## src/rtl/swervolf_sevenseg_mux.sv

```systemverilog
// swervolf_sevenseg_mux
//
// Time-multiplexed seven-segment display controller. The display is scanned one
// digit per slot of PRESCALE core cycles. Each slot starts with BLANK_CYCLES
// cycles where every anode is off, which prevents ghosting. A newly loaded value
// first goes into a shadow register. It reaches the display register only at a
// frame boundary, so a single frame never shows a mix of two values.
//
// Ports:
//   clk_core    core clock
//   rstn        asynchronous active-low reset
//   i_value     hex nibbles, digit k = i_value[4k+3:4k], digit 0 rightmost
//   i_load      strobe, samples i_value into the shadow register
//   i_digit_en  per-digit enable, 0 forces the digit blank (anode still driven)
//   i_dp        per-digit decimal point, sampled live
//   i_lz_blank  suppress leading zeros (digit 0 is never suppressed)
//   o_an        anode enables, one-hot active or all inactive
//   o_seg       segments, bit0 = a .. bit6 = g
//   o_dp        decimal point
//   o_frame     one-cycle pulse, high in the cycle the display register updates
module swervolf_sevenseg_mux #(
  parameter int NUM_DIGITS   = 8,
  parameter int PRESCALE     = 100000,
  parameter int BLANK_CYCLES = 16,
  parameter int ACTIVE_LOW   = 1
) (
  input  logic                      clk_core,
  input  logic                      rstn,
  input  logic [4*NUM_DIGITS-1:0]   i_value,
  input  logic                      i_load,
  input  logic [NUM_DIGITS-1:0]     i_digit_en,
  input  logic [NUM_DIGITS-1:0]     i_dp,
  input  logic                      i_lz_blank,
  output logic [NUM_DIGITS-1:0]     o_an,
  output logic [6:0]                o_seg,
  output logic                      o_dp,
  output logic                      o_frame
);

  localparam int IDX_W  = (NUM_DIGITS > 1) ? $clog2(NUM_DIGITS) : 1;
  localparam int PCNT_W = $clog2(PRESCALE);
  localparam logic POL  = (ACTIVE_LOW != 0);

  localparam logic [PCNT_W-1:0] PCNT_LAST = PCNT_W'(PRESCALE - 1);
  localparam logic [PCNT_W-1:0] BLANK_END = PCNT_W'(BLANK_CYCLES);
  localparam logic [IDX_W-1:0]  IDX_LAST  = IDX_W'(NUM_DIGITS - 1);

  logic [PCNT_W-1:0]       pcnt_reg;
  logic [IDX_W-1:0]        idx_reg;
  logic [4*NUM_DIGITS-1:0] shadow_reg;
  logic [4*NUM_DIGITS-1:0] display_reg;

  logic tick;
  logic frame_next;
  logic blank_win;
  logic digit_blank;

  logic [NUM_DIGITS-1:0] an_next;
  logic [6:0]            seg_next;
  logic                  dp_next;

  logic [3:0]            disp_nib [NUM_DIGITS];
  // upper_zero[k] is set when the display nibbles from NUM_DIGITS-1 down to k are all zero.
  logic [NUM_DIGITS-1:0] upper_zero;

  function automatic logic [6:0] decode(input logic [3:0] nib);
    case (nib)
      4'h0: decode = 7'h3F;
      4'h1: decode = 7'h06;
      4'h2: decode = 7'h5B;
      4'h3: decode = 7'h4F;
      4'h4: decode = 7'h66;
      4'h5: decode = 7'h6D;
      4'h6: decode = 7'h7D;
      4'h7: decode = 7'h07;
      4'h8: decode = 7'h7F;
      4'h9: decode = 7'h6F;
      4'hA: decode = 7'h77;
      4'hB: decode = 7'h7C;
      4'hC: decode = 7'h39;
      4'hD: decode = 7'h5E;
      4'hE: decode = 7'h79;
      default: decode = 7'h71;
    endcase
  endfunction

  assign tick       = (pcnt_reg == PCNT_LAST);
  assign frame_next = tick && (idx_reg == IDX_LAST);
  assign blank_win  = (pcnt_reg < BLANK_END);

  for (genvar gi = 0; gi < NUM_DIGITS; gi++) begin : g_digit
    assign disp_nib[gi]   = display_reg[4*gi +: 4];
    assign upper_zero[gi] = (display_reg[4*NUM_DIGITS-1:4*gi] == '0);
  end

  assign digit_blank = !i_digit_en[idx_reg] ||
                       (i_lz_blank && (idx_reg != '0) && upper_zero[idx_reg]);

  // Scan state: prescale counter and digit index.
  always_ff @(posedge clk_core or negedge rstn) begin
    if (!rstn) begin
      pcnt_reg <= '0;
      idx_reg  <= '0;
    end else if (tick) begin
      pcnt_reg <= '0;
      idx_reg  <= (idx_reg == IDX_LAST) ? '0 : idx_reg + 1'b1;
    end else begin
      pcnt_reg <= pcnt_reg + 1'b1;
    end
  end

  // A load on the boundary cycle lands in the shadow register. The display register
  // takes the old shadow contents, so the new value waits one more frame.
  always_ff @(posedge clk_core or negedge rstn) begin
    if (!rstn) begin
      shadow_reg  <= '0;
      display_reg <= '0;
    end else begin
      if (i_load)
        shadow_reg <= i_value;
      if (frame_next)
        display_reg <= shadow_reg;
    end
  end

  always_comb begin
    an_next  = '0;
    seg_next = '0;
    dp_next  = 1'b0;
    if (!blank_win) begin
      an_next[idx_reg] = 1'b1;
      if (!digit_blank) begin
        seg_next = decode(disp_nib[idx_reg]);
        dp_next  = i_dp[idx_reg];
      end
    end
  end

  // Single output stage. Polarity is applied here so that all pins switch together.
  always_ff @(posedge clk_core or negedge rstn) begin
    if (!rstn) begin
      o_an    <= {NUM_DIGITS{POL}};
      o_seg   <= {7{POL}};
      o_dp    <= POL;
      o_frame <= 1'b0;
    end else begin
      o_an    <= an_next ^ {NUM_DIGITS{POL}};
      o_seg   <= seg_next ^ {7{POL}};
      o_dp    <= dp_next ^ POL;
      o_frame <= frame_next;
    end
  end

endmodule

```

## config.mk

```make
export PLATFORM = sky130hd
export DESIGN_NAME = swervolf_sevenseg_mux
export DESIGN_NICKNAME = d
export VERILOG_FILES = /design/src/rtl/swervolf_sevenseg_mux.sv
export SDC_FILE = /design/constraint.sdc
export NUM_CORES = 1
export LEC_CHECK = 0
export CORE_MARGIN = 3
export CORE_UTILIZATION = 50
export CTS_BUF_LIST = sky130_fd_sc_hd__clkbuf_8 sky130_fd_sc_hd__clkbuf_16
export CTS_CLUSTER_SIZE = 14
export DETAILED_ROUTE_END_ITERATION = 6
export HOLD_SLACK_MARGIN = 0.06
export PLACE_DENSITY = 0.84
export SYNTH_ARGS = -nofsm -noshare
export SYNTH_HDL_FRONTEND = slang
export SYNTH_SLANG_ARGS = --single-unit
```

## constraint.sdc

```tcl
create_clock -name clk_core -period 3.3 [get_ports clk_core]
set_clock_uncertainty 0.05 [all_clocks]
set_input_delay 0.825 -clock clk_core [delete_from_list [all_inputs] [get_ports clk_core]]
set_output_delay 0.825 -clock clk_core [all_outputs]
set_load 0.005 [all_outputs]
```

## Word level (Yosys, flattened, before mapping)

Memory sizes are Yosys's and may differ from the RTL's.
Index checks and enable logic that the tools add are counted.

| storage, ports and cells | value |
|---|---|
| bits in registers | 101 |
| ROM bits | 112 |
| input bits | 52 |
| output and inout bits | 17 |
| word-level logic and storage cells | 54 |
| memories | 1 |

Memory list:

| memory | words | width | read ports | clocked after memory_dff | write ports | line | text |
|---|---|---|---|---|---|---|---|
| (no name shown) | 16 | 7 | 1 | 0 | 0 | 67 | `case (nib)` |

| cells by class | value |
|---|---|
| $add $sub $neg | 2 |
| magnitude comparators | 4 |
| equality and inequality tests | 2 |
| mux-type cells | 18 |
| bitwise operators | 4 |
| reductions and logical operators | 15 |

Operators with widths:

| operator | number |
|---|---|
| zero test 32 bit | 1 |
| zero test 28 bit | 1 |
| zero test 24 bit | 1 |
| zero test 20 bit | 1 |
| adder 17 x 1 -> 17 bit, second input constant | 1 |
| equality test 17 bit, second input constant | 1 |
| < comparator 17 x 5 -> 1 bit, second input constant | 1 |
| two-way mux 17 bit | 1 |
| zero test 16 bit | 1 |
| two-way mux 7 bit | 2 |
| binary-select mux 4 bit (select 3 bit) | 1 |
| zero test 12 bit | 1 |
| binary-select mux 1 bit (select 3 bit) | 3 |
| zero test 8 bit | 1 |
| two-way mux 4 bit | 2 |
| two-way mux 8 bit | 1 |
| inverter 8 bit | 1 |
| inverter 7 bit | 1 |
| two-way mux 1 bit | 6 |
| >= comparator 4 bit, second input constant | 1 |
| logical AND 1 bit | 4 |
| zero test 4 bit | 1 |
| < comparator 3 x 4 -> 1 bit, second input constant | 1 |
| inverter 3 -> 4 bit | 1 |
| 9 further kinds | 9 |

## Logic depth before layout (Yosys ltp)

| depth | value |
|---|---|
| word-level depth | 8 |
| gate-level depth with buffers | 12 |
| depth with buffers taken out | 10 |

## Least setup slack after synthesis

Ideal clock, no wire load.

| path | value |
|---|---|
| path kind | register to register |
| start point | register idx_reg[1] |
| end point | register o_seg[3] |
| library setup time | 0.099 ns |
| arrival time | 2.258 ns |
| required time | 3.151 ns |
| setup slack | 0.894 ns |
| cell stages (with the launch flop) | 10 |
| buffers on the path | 2 |
| clock period less this slack | 2.406 ns |
| cells stage by stage | dfrtp_1 buf_2 buf_2 mux4_2 o32ai_1 inv_1 ha_1 nor2_1 o21a_1 o21ai_0 |

| between the ends | value |
|---|---|
| longest elaborated chain between the ends | 8 |
| elaborated cells between the ends (all ways) | 17 |
| those cells by class | 9 x mux; 2 x bitwise; 5 x reduce/logical; 1 x memory |

RTL lines:

| item | line | text |
|---|---|---|
| start: declaration | 49 | `logic [IDX_W-1:0] idx_reg;` |
| start signal: assignment | 106 | `idx_reg <= (idx_reg == IDX_LAST) ? '0 : idx_reg + 1'b1;` |
| inverter 3 -> 4 bit (not written as such) | 133 | `seg_next = decode(disp_nib[idx_reg]);` |
| binary-select mux 4 bit (select 3 bit) | 133 |  |
| two-way mux 4 bit (not written as such) (2 in series) | 133 |  |
| memory (16 x 7 bit) | n/a |  |
| two-way mux 7 bit (*) | 132 | `if (!digit_blank) begin` |
| two-way mux 7 bit (*) | 130 | `if (!blank_win) begin` |
| inverter 7 bit (no source line) (*) | n/a |  |
| end signal: assignment | 143 | `o_seg <= {7{POL}};` |
| end signal: assignment | 148 | `o_seg <= seg_next ^ {7{POL}};` |
| end: declaration | 35 | `output logic [6:0] o_seg,` |

Mark *: on every way between the ends. The rest lies on a longest branch, timed or not. The select of a mux whose other input is x is not followed.
A chain may end at the register's enable or synchronous reset.

## Final worst setup path

| path | value |
|---|---|
| start point | register idx_reg[2] |
| end point | register o_seg[3] |

The elaborated chain is that of the path after synthesis.

==> impl_metrics.tcl <==
set metrics [dict create \
    grt_pass1_wl_um 16100 \
    crit_path_end_kind "flop" \
    pwr-share-comb_pct 7.3 \
    clk_latency_ns 0.37 \
    synth-seq-cells 101 \
    syn_area_um2 4820 \
    setup_violations 0 \
    clkTransAtPathRegs_ns 0.10 \
    die-area_um2 10900 \
    firstDrtPassIters 5 \
    synthTopCellsByArea "dfrtp_1, mux2_4, dfstp_2" \
    intPower_mw 1.66 \
    critical_path_class "reg -> reg" \
    synth_cells 377 \
    setup-tns-final_ns 0 \
    yosysTopAreaCell "dfrtp_1" \
    synth_ff_type "dfrtp_1" \
    switching_share_pct 23.4 \
    port_buffers 68 \
    critPathArrivalTime_ns 3.01 \
    ant_nets 0 \
    drt-initial-drc-count 225 \
    ys_types 49 \
    finalWirelength_um 9640 \
    yosysMostFrequentCell "dfrtp_1" \
    postCtsHoldBufs 0 \
    cts.sinks 101 \
    finalMaxSlewViolations 0 \
    diodes 0 \
    power_density_nw_per_um2 373 \
    root_buffer "clkbuf_8" \
    postCtsSetupRepairBufs 0 \
    required_ns 3.52 \
    p_sw_mw 0.507 \
    ctsHtreeMaxLevel 3 \
    numCtsBuffers 9 \
    p_clk_share_pct 32.5 \
    synth_nets 439 \
    wl_per_cell_um 16.6 \
    max_freq_mhz 358 \
    hpwl_um 7160 \
    core-area_um2 9280 \
    final_nets 508 \
    crit_fanout 18 \
    leakagePower_nw 2.60 \
    fin_ws_ns 0.511 \
    status "completed" \
    dieWidth_um 104 \
    grt_pass1_vias 3325 \
    synthTopCellsByCount "dfrtp_1, mux2_2, mux2_4" \
    globalplace.congestion 0.859 \
    rsz0062_at_grt "no" \
    avgSynthCellArea_um2 12.8 \
    viasPerCell 5.54 \
    pwr-share-seq_pct 60.2 \
    maxCapViolations 0 \
    start_kind "flop" \
    ctsResizeCount 0 \
    synth_top_cell_area_share_pct 44.1 \
    vdd_ir_drop_max_uv 305 \
    grt_antenna_before_repair 0 \
    fin_crit_ns 2.79 \
    dp_slack_ns 0.558 \
    synth-edff-count 0 \
    hold_viol 0 \
    io_pins 69 \
    drive_above_1_share_pct 25.9 \
    relSlewSlack_pct 51.9 \
    ctsLongestPathBuffers 2 \
    period_share_pct 84.5 \
    die_y_um 104 \
    cts_tree "built" \
    hp-class "in -> async" \
    grt_overflow 0 \
    worst_pin_slew_ns 0.721 \
    fin_hold_ws_ns 0.394 \
    start_util_pct 51.9 \
    drc 0 \
    ys_warn_count 0 \
    grt_max_degree 57 \
    power_mw 2.17 \
    num_vias 3212 \
    synthArstFlopShare_pct 100 \
    grt_util_all_layers_pct 18.5 \
    rows 35 \
    ys_seq_area_share_pct 52.8 \
    synthToLayoutAreaGrowth_pct 20.7 \
]
metal layers:
metal / track usage, % / wire length [um] / vias up
li1: - / - / 1500
met3: 4.97 / 507 / 23
met5: 0 / 0 / -
met4: 6.74 / 171 / 0
met1: 23.3 / 4280 / 1585
met2: 30.6 / 4680 / 104
power by group through the flow:
stage	clock [mW]	combinational, mW	sequential, mW
after CTS	0.725	0.162	1.31
after global placement	0	0.155	1.33
after floorplan	0	0.0554	1.32
final	0.706	0.158	1.31
after global routing	0.773	0.173	1.31
after detailed placement	0	0.161	1.33
path summary, 6_finish.rpt:
kind / start / to / slack (ns) / cells after the start
max: idx_reg[2]$_DFFE_PN0N_ / o_seg[3]$_DFF_PN1_ / 0.51 / 9
max reg2reg: idx_reg[2]$_DFFE_PN0N_ / o_seg[3]$_DFF_PN1_ / 0.51 / 9
min in group clk_core: pcnt_reg[0]$_DFF_PN0_ / pcnt_reg[0]$_DFF_PN0_ / 0.45 / 1
min reg2reg: pcnt_reg[0]$_DFF_PN0_ / pcnt_reg[0]$_DFF_PN0_ / 0.45 / 1
min: rstn / shadow_reg[9]$_DFFE_PN0P_ / 0.39 / 1
max in group asynchronous: rstn / o_an[0]$_DFF_PN1_ / 2.07 / 2
stage by stage:
stage,cell area [um^2],instances,util (%)
final,5820,580,62.7
after floorplan,4820,377,-
after global placement,5640,564,60.8
after detailed placement,5640,564,60.8
after global routing,5820,580,62.7
after CTS,5820,580,62.7
cells by family after synthesis:
family          Yosys count  share of synthesized area (%)
buf+inv                  29                           2.96
flops                   101                           52.8
fa+ha+maj                10                           2.60
simple gates            103                           11.3
mux                      79                           21.2
xor+xnor                 16                           2.91
compound gates           39                           6.18
cells in the final DEF (no fill, tap or decap), types with 3 or more instances in the layout:
cell type | Yosys | routed
o211ai_1 | 3 | 3
mux4_2 | 3 | 3
ha_1 | 10 | 10
nor2_1 | 21 | 21
buf_4 | 0 | 7
o22ai_1 | 3 | 3
o21ai_0 | 7 | 7
nor3_1 | 3 | 3
xnor2_1 | 10 | 10
clkdlybuf4s50_1 | 0 | 67
mux2i_1 | 10 | 10
nor4_1 | 10 | 10
nand4_1 | 3 | 3
nand3_1 | 13 | 13
o221ai_1 | 9 | 9
dfrtp_1 | 85 | 85
inv_1 | 11 | 11
nor2b_1 | 5 | 5
and3_1 | 4 | 4
xor2_1 | 6 | 6
mux2_4 | 30 | 30
dfstp_2 | 16 | 16
clkbuf_8 | 0 | 9
mux2_2 | 36 | 36
nand2_1 | 26 | 26
nand2b_1 | 6 | 6
clkinv_2 | 0 | 3
final cells by class:
cell class                 instances  area, um^2
tap                              129         161
fill                             752        3470
clock inverter                     7        50.0
sequential                       101        2550
timing repair buffer              76         763
inverter                          11        41.3
clock buffer                       9         124
multi-input combinational        247        2130
critical path, stage by stage, from the launching register on:
cell and delay [ns]:
dfrtp_1 0.72, nor2_1 0.16, a22oi_1 0.20, nor2_1 0.07, o32ai_1 0.62, inv_1 0.21
ha_1 0.28, nor2_1 0.17, o21a_1 0.15, o21ai_0 0.07
No activity file was read; power rests on OpenSTA's default activity.
==> variant: new RTL, same flow settings <==
Make the reset (`rstn`) synchronous in 3 clocked blocks. Comments in the files are not updated.
--- a/src/rtl/swervolf_sevenseg_mux.sv
+++ b/src/rtl/swervolf_sevenseg_mux.sv
@@ -98,5 +98,5 @@
 
   // Scan state: prescale counter and digit index.
-  always_ff @(posedge clk_core or negedge rstn) begin
+  always_ff @(posedge clk_core) begin
     if (!rstn) begin
       pcnt_reg <= '0;
@@ -112,5 +112,5 @@
   // A load on the boundary cycle lands in the shadow register. The display register
   // takes the old shadow contents, so the new value waits one more frame.
-  always_ff @(posedge clk_core or negedge rstn) begin
+  always_ff @(posedge clk_core) begin
     if (!rstn) begin
       shadow_reg  <= '0;
@@ -138,5 +138,5 @@
 
   // Single output stage. Polarity is applied here so that all pins switch together.
-  always_ff @(posedge clk_core or negedge rstn) begin
+  always_ff @(posedge clk_core) begin
     if (!rstn) begin
       o_an    <= {NUM_DIGITS{POL}};
Behaviour: same outputs for any inputs over 10 cycles, from zero or initial values and one cycle with rstn low; that may be too few to reach the edited logic, so the function may still have changed.
==> variant against the unedited design <==
Design area down 5.7%. Core utilization down 0.66 points. Setup slack better by 0.049 ns. Die area down 4.0%. Clock power up 12%. Sequential cell count unchanged. Wire length up 4.5%. Largest cell class is now multi-input combinational cells. Total power up 0.95%. Critical endpoint is now o_seg[3]$_SDFF_PN1_. Critical path type unchanged. Critical path depth unchanged. Sequential share of layout area down 6.9 points. Global-route usage up 1.6 points. Area after synthesis down 4.2%.
==> variant: results (changes against the unedited design) <==
Outcome:
- The run finished with clean final reports.

Placement:
- The setup slack after placement is 0.594 ns (+0.0363 ns).
- The weighted congestion reported at the end of routability-driven placement is 0.905 (+5.4%).
- The detailed-placement wirelength estimate was 7380 um (+3.1%).

Setup path:
- On the critical path, the stage with the largest delay is an instance of dfxtp_1.
- The cell family with the largest share of critical-path delay is compound AO/OA/AOI/OAI gates.
- The reg2reg setup slack came to 0.56 ns (+0.05 ns).
- The data arrival time of the worst path is 2.94 ns (-0.07 ns).
- The worst register-to-register path begins at idx_reg[0]$_SDFFE_PN0N_.
- The worst stage delay on the critical path was 0.66 ns (-0.06 ns).
- The worst register-to-register path ends at o_seg[3]$_SDFF_PN1_.
- The number of cells on the worst reg-to-reg path is 9 (unchanged).
- The maximum fanout count along the critical path is 16 (-2).

Synthesis:
- The count of unique library cells instantiated by Yosys came to 60 (+22%).
- The async set-or-reset flop fraction in the synthesized netlist came to 0 (-1.00).
- The sequential share of the synthesized area came to 0.438 (-0.0905).
- The synthesized netlist net count is 542 (+23%).
- Yosys attributes the largest share of cell area to dfxtp_1 44%, mux2i_1 9.5%, nand2_1 6.4%.
- By count the netlist is led by 101 x dfxtp_1, 79 x nand2_1, 44 x mux2i_1, 39 x nor2b_1, 25 x a21boi_0.
- The warning count from the yosys run is 0 (unchanged).

Timing:
- The slew at the pin closest to its max-slew limit was 0.933 ns (+0.211 ns).
- The post-route worst hold slack is 0.414 ns (+0.0195 ns).

Detailed routing:
- The total iterations of the first detailed-routing run came to 4 (-1).
- The detail-routed net length per standard cell is 15.5 um (-6.7%).
- The total number of vias is 3557 (+11%).
- The DRC marker count from the first detailed-route iteration was 208 (-7.6%).

Power and ir drop:
- The peak supply drop is 0.220 mV (-28%).
- The leakage dissipation is 0.00203 uW (-22%).

Clock network:
- The number of CTS-inserted buffers is 9 (unchanged).
- The clock-pin slew of the registers on the worst-case setup and hold paths came to 0.10 ns (about the same).
- The tree is rooted in a clkbuf_8.
- The CTS H-tree depth came to 3 (unchanged).
- The maximum clock path buffer count is 2 (unchanged).

Global route:
- The number of antenna violations at the first check in global routing is 0 (unchanged).
- The wire length of the first global-routing pass is 16500 um (+2.2%).
- The maximum number of pins on one net before global-route repair is 69 (+21%).
- The via count of the first global-routing pass was 3447 (+3.7%).
- The global routing usage summed across all routing layers is 0.201 (+0.0160).

Hold path:
- The worst hold-check path type is reg2reg.
- For hold timing, the worst endpoint is display_reg[4]$_SDFFE_PN0P_.

Finish:
- The total number of nets in the final design came to 599 (+18%).
- The share of cells above drive strength 1 was 0.0775 (-0.182).
variant: how the worst max path moves through the flow:
stage	startpoint	endpoint	slack, ns
after floorplan	idx_reg[0]$_SDFFE_PN0N_	o_seg[3]$_SDFF_PN1_	0.88
after global placement	idx_reg[0]$_SDFFE_PN0N_	o_seg[3]$_SDFF_PN1_	0.70
after detailed placement	idx_reg[0]$_SDFFE_PN0N_	o_seg[3]$_SDFF_PN1_	0.59
after CTS	idx_reg[0]$_SDFFE_PN0N_	o_seg[3]$_SDFF_PN1_	0.57
after global routing	idx_reg[0]$_SDFFE_PN0N_	o_seg[3]$_SDFF_PN1_	0.38
final	idx_reg[0]$_SDFFE_PN0N_	o_seg[3]$_SDFF_PN1_	0.56
variant: routing by layer:
metal  GRT usage  wire, um  vias to the layer above
met2       0.341      4970                      125
met1       0.253      4310                     1658
met4      0.0616        97                        0
met3      0.0485       697                        8
met5           0         0                        -
li1            -         -                     1766
variant: cell type report:
class,instances,area [sq um]
Clock buffer,10,138
Clock inverter,6,62.6
Fill cell,753,3360
Inverter,9,33.8
Multi-Input combinational cell,342,2370
Sequential cell,101,2020
Tap cell,108,135
Timing Repair Buffer,74,721
variant: metrics by stage:
step                      instances  utilization  cell area [sq um]
final                           650        0.620               5490
after CTS                       650        0.620               5490
after floorplan                 480            -               4620
after global placement          634        0.597               5290
after detailed placement        634        0.597               5290
after global routing            650        0.620               5490
variant: power by group:
| part | leakage (uW) | switching (uW) | internal (uW) |
|---|---|---|---|
| clock network | 0.000100 | 421 | 370 |
| logic | 0.00110 | 47.7 | 93.8 |
| registers | 0.000821 | 15.6 | 1240 |
variant: cell families after synthesis:
group | share of synthesized area
compound gates | 0.117
xor+xnor | 0.0247
fa+ha+maj | 0.0271
buf+inv | 0.0477
flops | 0.438
mux | 0.138
simple gates | 0.208
variant: worst reg2reg max path: cells and delay by family, from the launching register on:
| kind | cells | cell delay (ns) |
|---|---|---|
| simple gates | 2 | 0.16 |
| fa+ha+maj | 1 | 0.23 |
| compound gates | 3 | 0.82 |
| mux | 1 | 0.27 |
| buf+inv | 2 | 0.45 |
| flops | 1 | 0.66 |
